[src/rtl/exp2_10bit.sv]
// exp2_10bit - sequential fixed-point base-2 antilog.
//
// Converts an unsigned Q11.10 log-domain value back to a 64-bit linear value,
// outdata = round(2^indata), saturating at all ones. The fractional part is
// evaluated as a product of constants 2^(2^-k), one multiply per cycle with a
// single 24x24 multiplier (mantissa Q1.23). The integer part is then applied
// as a left shift.
//
// Ports:
//   clk      in   clock, rising edge
//   rst_n    in   asynchronous active-low reset (release synchronised inside)
//   start    in   level request, sampled only while idle
//   indata   in   [20:0] Q11.10 exponent (int [20:10], frac [9:0])
//   outdata  out  [63:0] result, held between conversions
//   dv       out  one-cycle pulse when outdata is updated
//   busy     out  high whenever a conversion is in flight
//
// Timing: accept at edge N, multiplies on N+1..N+10, result and dv at N+11,
// next accept possible at N+12 (one result every 12 cycles back-to-back).

module exp2_10bit #(
  parameter int FRAC_BITS = 10,
  parameter int MANT_W    = 24
) (
  input  logic                       clk,
  input  logic                       rst_n,
  input  logic                       start,
  input  logic [FRAC_BITS+10:0]      indata,
  output logic [63:0]                outdata,
  output logic                       dv,
  output logic                       busy
);

  localparam int INT_W  = 11;
  localparam int PROD_W = 2 * MANT_W;
  // Shift datapath: mantissa shifted by up to 63, plus a spare carry bit.
  localparam int SH_W   = MANT_W + 64;
  localparam int RES_W  = SH_W - (MANT_W - 1);

  localparam logic [MANT_W-1:0] ONE    = MANT_W'(1) << (MANT_W - 1);
  localparam logic [PROD_W-1:0] RND_P  = PROD_W'(1) << (MANT_W - 2);
  localparam logic [SH_W-1:0]   RND_S  = SH_W'(1) << (MANT_W - 2);
  localparam logic [3:0]        K_LAST = 4'(FRAC_BITS);

  typedef enum logic [1:0] {
    S_IDLE,
    S_MUL,
    S_SHIFT
  } state_e;

  state_e                 state_q;
  logic [1:0]             rst_sync_q;
  logic [INT_W-1:0]       int_q;
  logic [FRAC_BITS-1:0]   frac_q;
  logic [MANT_W-1:0]      m_q;
  logic [MANT_W-1:0]      m_d;
  logic [3:0]             k_q;
  logic [MANT_W-1:0]      c_k;
  logic [PROD_W-1:0]      prod_rnd;
  logic [SH_W-1:0]        sh_sum;
  logic [RES_W-1:0]       sh_res;
  logic [63:0]            out_d;
  logic [63:0]            outdata_q;
  logic                   dv_q;
  logic                   busy_q;

  // Reset asserts asynchronously everywhere; its release reaches the FSM
  // through two flops, so start is only honoured once run_ok is set.
  always_ff @(posedge clk or negedge rst_n) begin
    if (!rst_n) rst_sync_q <= '0;
    else        rst_sync_q <= {rst_sync_q[0], 1'b1};
  end

  // C_k = round(2^(2^-k) * 2^23), Q1.23.
  always_comb begin
    c_k = ONE;
    case (k_q)
      4'd1:  c_k = 24'd11863283;
      4'd2:  c_k = 24'd9975792;
      4'd3:  c_k = 24'd9147842;
      4'd4:  c_k = 24'd8760003;
      4'd5:  c_k = 24'd8572295;
      4'd6:  c_k = 24'd8479954;
      4'd7:  c_k = 24'd8434157;
      4'd8:  c_k = 24'd8411352;
      4'd9:  c_k = 24'd8399972;
      4'd10: c_k = 24'd8394288;
      default: c_k = ONE;
    endcase
  end

  // M * C_k rounded half-up back to Q1.23. Both factors are in [1,2), the
  // running product stays below 2 because the total fraction is below 1.
  always_comb begin
    prod_rnd = (PROD_W'(m_q) * PROD_W'(c_k)) + RND_P;
    m_d      = MANT_W'(prod_rnd >> (MANT_W - 1));
  end

  // Integer scaling: (M << int) rounded back to an integer. The low 6 bits
  // of int_q cover the in-range shifts; anything at 64 or above saturates.
  always_comb begin
    sh_sum = (SH_W'(m_q) << int_q[5:0]) + RND_S;
    sh_res = RES_W'(sh_sum >> (MANT_W - 1));
    if ((|int_q[INT_W-1:6]) || (|sh_res[RES_W-1:64]))
      out_d = '1;
    else
      out_d = sh_res[63:0];
  end

  always_ff @(posedge clk or negedge rst_n) begin
    if (!rst_n) begin
      state_q   <= S_IDLE;
      int_q     <= '0;
      frac_q    <= '0;
      m_q       <= '0;
      k_q       <= '0;
      outdata_q <= '0;
      dv_q      <= 1'b0;
      busy_q    <= 1'b0;
    end else begin
      dv_q <= 1'b0;
      case (state_q)
        S_IDLE: begin
          if (start && rst_sync_q[1]) begin
            int_q   <= indata[FRAC_BITS+INT_W-1:FRAC_BITS];
            frac_q  <= indata[FRAC_BITS-1:0];
            m_q     <= ONE;
            k_q     <= 4'd1;
            busy_q  <= 1'b1;
            state_q <= S_MUL;
          end
        end
        S_MUL: begin
          // frac_q shifts left so its MSB is always the bit for iteration k.
          if (frac_q[FRAC_BITS-1]) m_q <= m_d;
          frac_q <= frac_q << 1;
          if (k_q == K_LAST) state_q <= S_SHIFT;
          else               k_q     <= k_q + 4'd1;
        end
        S_SHIFT: begin
          outdata_q <= out_d;
          dv_q      <= 1'b1;
          // busy drops together with dv so upstream can re-issue at once.
          busy_q    <= 1'b0;
          state_q   <= S_IDLE;
        end
        default: begin
          state_q <= S_IDLE;
          busy_q  <= 1'b0;
        end
      endcase
    end
  end

  assign outdata = outdata_q;
  assign dv      = dv_q;
  assign busy    = busy_q;

endmodule

[config.mk]
export PLATFORM = sky130hd
export DESIGN_NAME = exp2_10bit
export DESIGN_NICKNAME = d
export VERILOG_FILES = /design/src/rtl/exp2_10bit.sv
export SDC_FILE = /design/constraint.sdc
export NUM_CORES = 2
export LEC_CHECK = 0
export CAP_MARGIN = 20
export CORE_MARGIN = 5
export CORE_UTILIZATION = 35
export CTS_CLUSTER_DIAMETER = 150
export CTS_CLUSTER_SIZE = 24
export DETAILED_ROUTE_END_ITERATION = 12
export DONT_BUFFER_PORTS = 1
export PLACE_DENSITY = 0.52
export SLEW_MARGIN = 30
export SYNTH_ARGS = -nofsm -noshare
export SYNTH_HDL_FRONTEND = slang
export SYNTH_SLANG_ARGS = --single-unit
[constraint.sdc]
create_clock -name clk -period 9.1 [get_ports clk]
set_clock_uncertainty 0.05 [all_clocks]
set_input_delay 0.91 -clock clk [delete_from_list [all_inputs] [get_ports clk]]
set_output_delay 0.91 -clock clk [all_outputs]
set_load 0.01 [all_outputs]
==> results.sh <==
export IMPL_end_kind="register"
export IMPL_setup_tns_ns=0
export IMPL_path_clk_slew_ns=0.06
export IMPL_worst_path_buf_inv=7
export IMPL_period_share_pct=94.8
export IMPL_synth_seq_area_share_pct=11.6
export IMPL_drive_above_1_share_pct=6.29
export IMPL_syn_nets=3563
export IMPL_core_area_um2=73000
export IMPL_grt_usage_pct=19.6
export IMPL_num_rows=99
export IMPL_finalHoldViolations=0
export IMPL_placed_area_um2=26900
export IMPL_status="complete, no violations"
export IMPL_ys_types=75
export IMPL_pin_count=90
export IMPL_dpl_worst_slack_ns=-0.0301
export IMPL_synth_ff_type="dfrtp_1"
export IMPL_path_depth=29
export IMPL_vias_per_cell=5.14
export IMPL_grt_max_degree=120
export IMPL_cts_hold_buffers=0
export IMPL_post_route_util_pct=37.8
export IMPL_cts_root_buffer="clkbuf_16"
export IMPL_diodes=0
export IMPL_vias=19412
export IMPL_syn_area_per_cell_um2=8.99
export IMPL_synthArstFlopShare_pct=100
export IMPL_synth_edff_count=0
export IMPL_dieWidth_um=281
export IMPL_cts_tree="built"
export IMPL_fp_dieH_um=281
export IMPL_cp_required_ns=9.41
export IMPL_rr_worst_depth=29
export IMPL_max_stage_delay_ns=0.61
export IMPL_postRouteAntennaNets=0
export IMPL_crit_path_start_kind="register"
export IMPL_dieArea_um2=79100
export IMPL_port_buffers=0
export IMPL_fin_area_um2=27500
export IMPL_crit_type="reg2reg"
export IMPL_yosysWarningCount=0
export IMPL_layout_nets=3499
export IMPL_syn_area_um2=25800
export IMPL_hp_class="in2async"
export IMPL_crit_fanout=16
export IMPL_cap_violations=0
export IMPL_cp_common_cell="fa_1"
export IMPL_finalMaxSlewViolations=0
export IMPL_arrival_ns=8.93
export IMPL_globalRouteOverflowTotal=0
export IMPL_max_clock_freq_mhz=116
export IMPL_grt_pass1_wl_um=122000
export IMPL_areaGrowthSynthToFinish_pct=6.90
export IMPL_synthCells=2866
export IMPL_setup_ws_ns=0.477
export IMPL_first_pass_iters=5
export IMPL_path_delay_family="adder cells"
export IMPL_synth_seq_cells=119
export IMPL_antenna_found_initial=2
export IMPL_final_min_clock_period_ns=8.62
export IMPL_grt_pass1_vias=21097
export IMPL_htreeDepth=4
export IMPL_wl_um=76800
export IMPL_cts_sinks=119
export IMPL_dpl_hpwl_um=60800
export IMPL_wl_per_cell_um=20.3
export IMPL_start_util_pct=35.3
export IMPL_clockBufferDepth=2
export IMPL_slew_headroom_pct=34.4
export IMPL_cp_slowest_cell="dfrtp_1"
export IMPL_rsz0062_at_grt="false"
export IMPL_gp_congestion=0.910
export IMPL_post_route_drc_count=0
export IMPL_numCtsBuffers=17
export IMPL_setup_viol=0
export IMPL_drt_iter0_markers=1197
export IMPL_tightest_slew_ns=0.984
export IMPL_clock_latency_ns=0.44
## worst reg2reg max path, delay by kind of cell (launching register included)
| kind | cells | cell delay (ns) |
|---|---|---|
| compound gates | 7 | 1.68 |
| xor+xnor | 1 | 0.16 |
| fa+ha+maj | 8 | 3.87 |
| buf+inv | 7 | 0.90 |
| flops | 1 | 0.61 |
| simple gates | 6 | 1.28 |
## state kept, by name, indices dropped and copies added (netlist names)
name	count
dv	1
int_q	11
outdata	64
busy	1
state_q	2
k_q	4
m_q	24
rst_sync_q	2
frac_q	10
## cell usage in the layout, fill, tap and decap left out, types with 19 or more instances in the layout
master    count
and2_1      295
dfrtp_1     119
buf_4        83
fa_1        458
xor2_1       22
nand3_1      38
nand2_1     302
nor2b_1      28
xnor2_1      27
mux2i_1      30
o21ai_0      65
inv_1       555
a21o_1       22
ha_1        215
nor2_1      119
nand2b_1     19
and3_1       57
a21oi_1      99
## synthesized netlist by cell type (22+ instances only)
library cell	number	share of area [%]
nor2_1	123	1.8
xor2_1	22	0.75
xnor2_1	27	0.92
and2_1	295	7.2
clkbuf_1	148	2.2
ha_1	215	10
nand3_1	38	0.74
o21ai_0	69	1.3
dfrtp_1	119	12
nor2b_1	31	0.75
nand2_1	303	4.4
a21oi_1	100	1.9
a21o_1	22	0.64
fa_1	458	36
inv_1	555	8.1
mux2i_1	30	1.2
and3_1	58	1.4
## cell families after synthesis
kind of cell / after synthesis / synth area share (%)
buf+inv: 726 / 10.9
mux: 68 / 4.02
other cells: 1 / 0.0146
xor+xnor: 49 / 1.67
simple gates: 918 / 18.2
fa+ha+maj: 673 / 46.0
compound gates: 312 / 7.67
flops: 119 / 11.6
## cell type report
cell class | count | area, µm²
sequential | 119 | 2980
clock inverter | 14 | 104
timing repair buffer | 85 | 649
inverter | 558 | 2090
clock buffer | 18 | 439
multi-input combinational | 2021 | 20100
fill | 7418 | 45400
tap | 959 | 1200
## timing repair
action,CTS,global route
setup endpoints to repair,3,8
pin swaps,1,0
resized for setup,0,8
hold endpoints to repair,0,0
buffers inserted,1,0
## stage by stage
step / instances / hold WS, ns
after floorplan: 2866 / 0.281
after global placement: 3740 / 0.285
after detailed placement: 3740 / 0.285
after CTS: 3773 / 0.0941
after global routing: 3774 / 0.0911
final: 3774 / 0.115
## worst paths after layout
path,start,to,slack [ns]
worst min-delay path,rst_n,outdata[20],0.12
max in group asynchronous,rst_n,m_q[12],8.58
worst min register to register,rst_sync_q[0],rst_sync_q[1],0.29
worst max-delay path,k_q[3],m_q[23],0.48
worst max register to register,k_q[3],m_q[23],0.48
min in group clk,rst_sync_q[0],rst_sync_q[1],0.29
## routing by layer
metal / vias to the layer above / global-route usage, % / routed length (µm)
li1: 8749 / - / -
met1: 9991 / 26.5 / 32700
met2: 566 / 33.5 / 37400
met3: 106 / 3.16 / 4720
met4: 0 / 4.75 / 1940
met5: - / 0 / 0
Power is not shown: default switching activity piles up to over one toggle a cycle in this logic, so the estimate is an artifact.
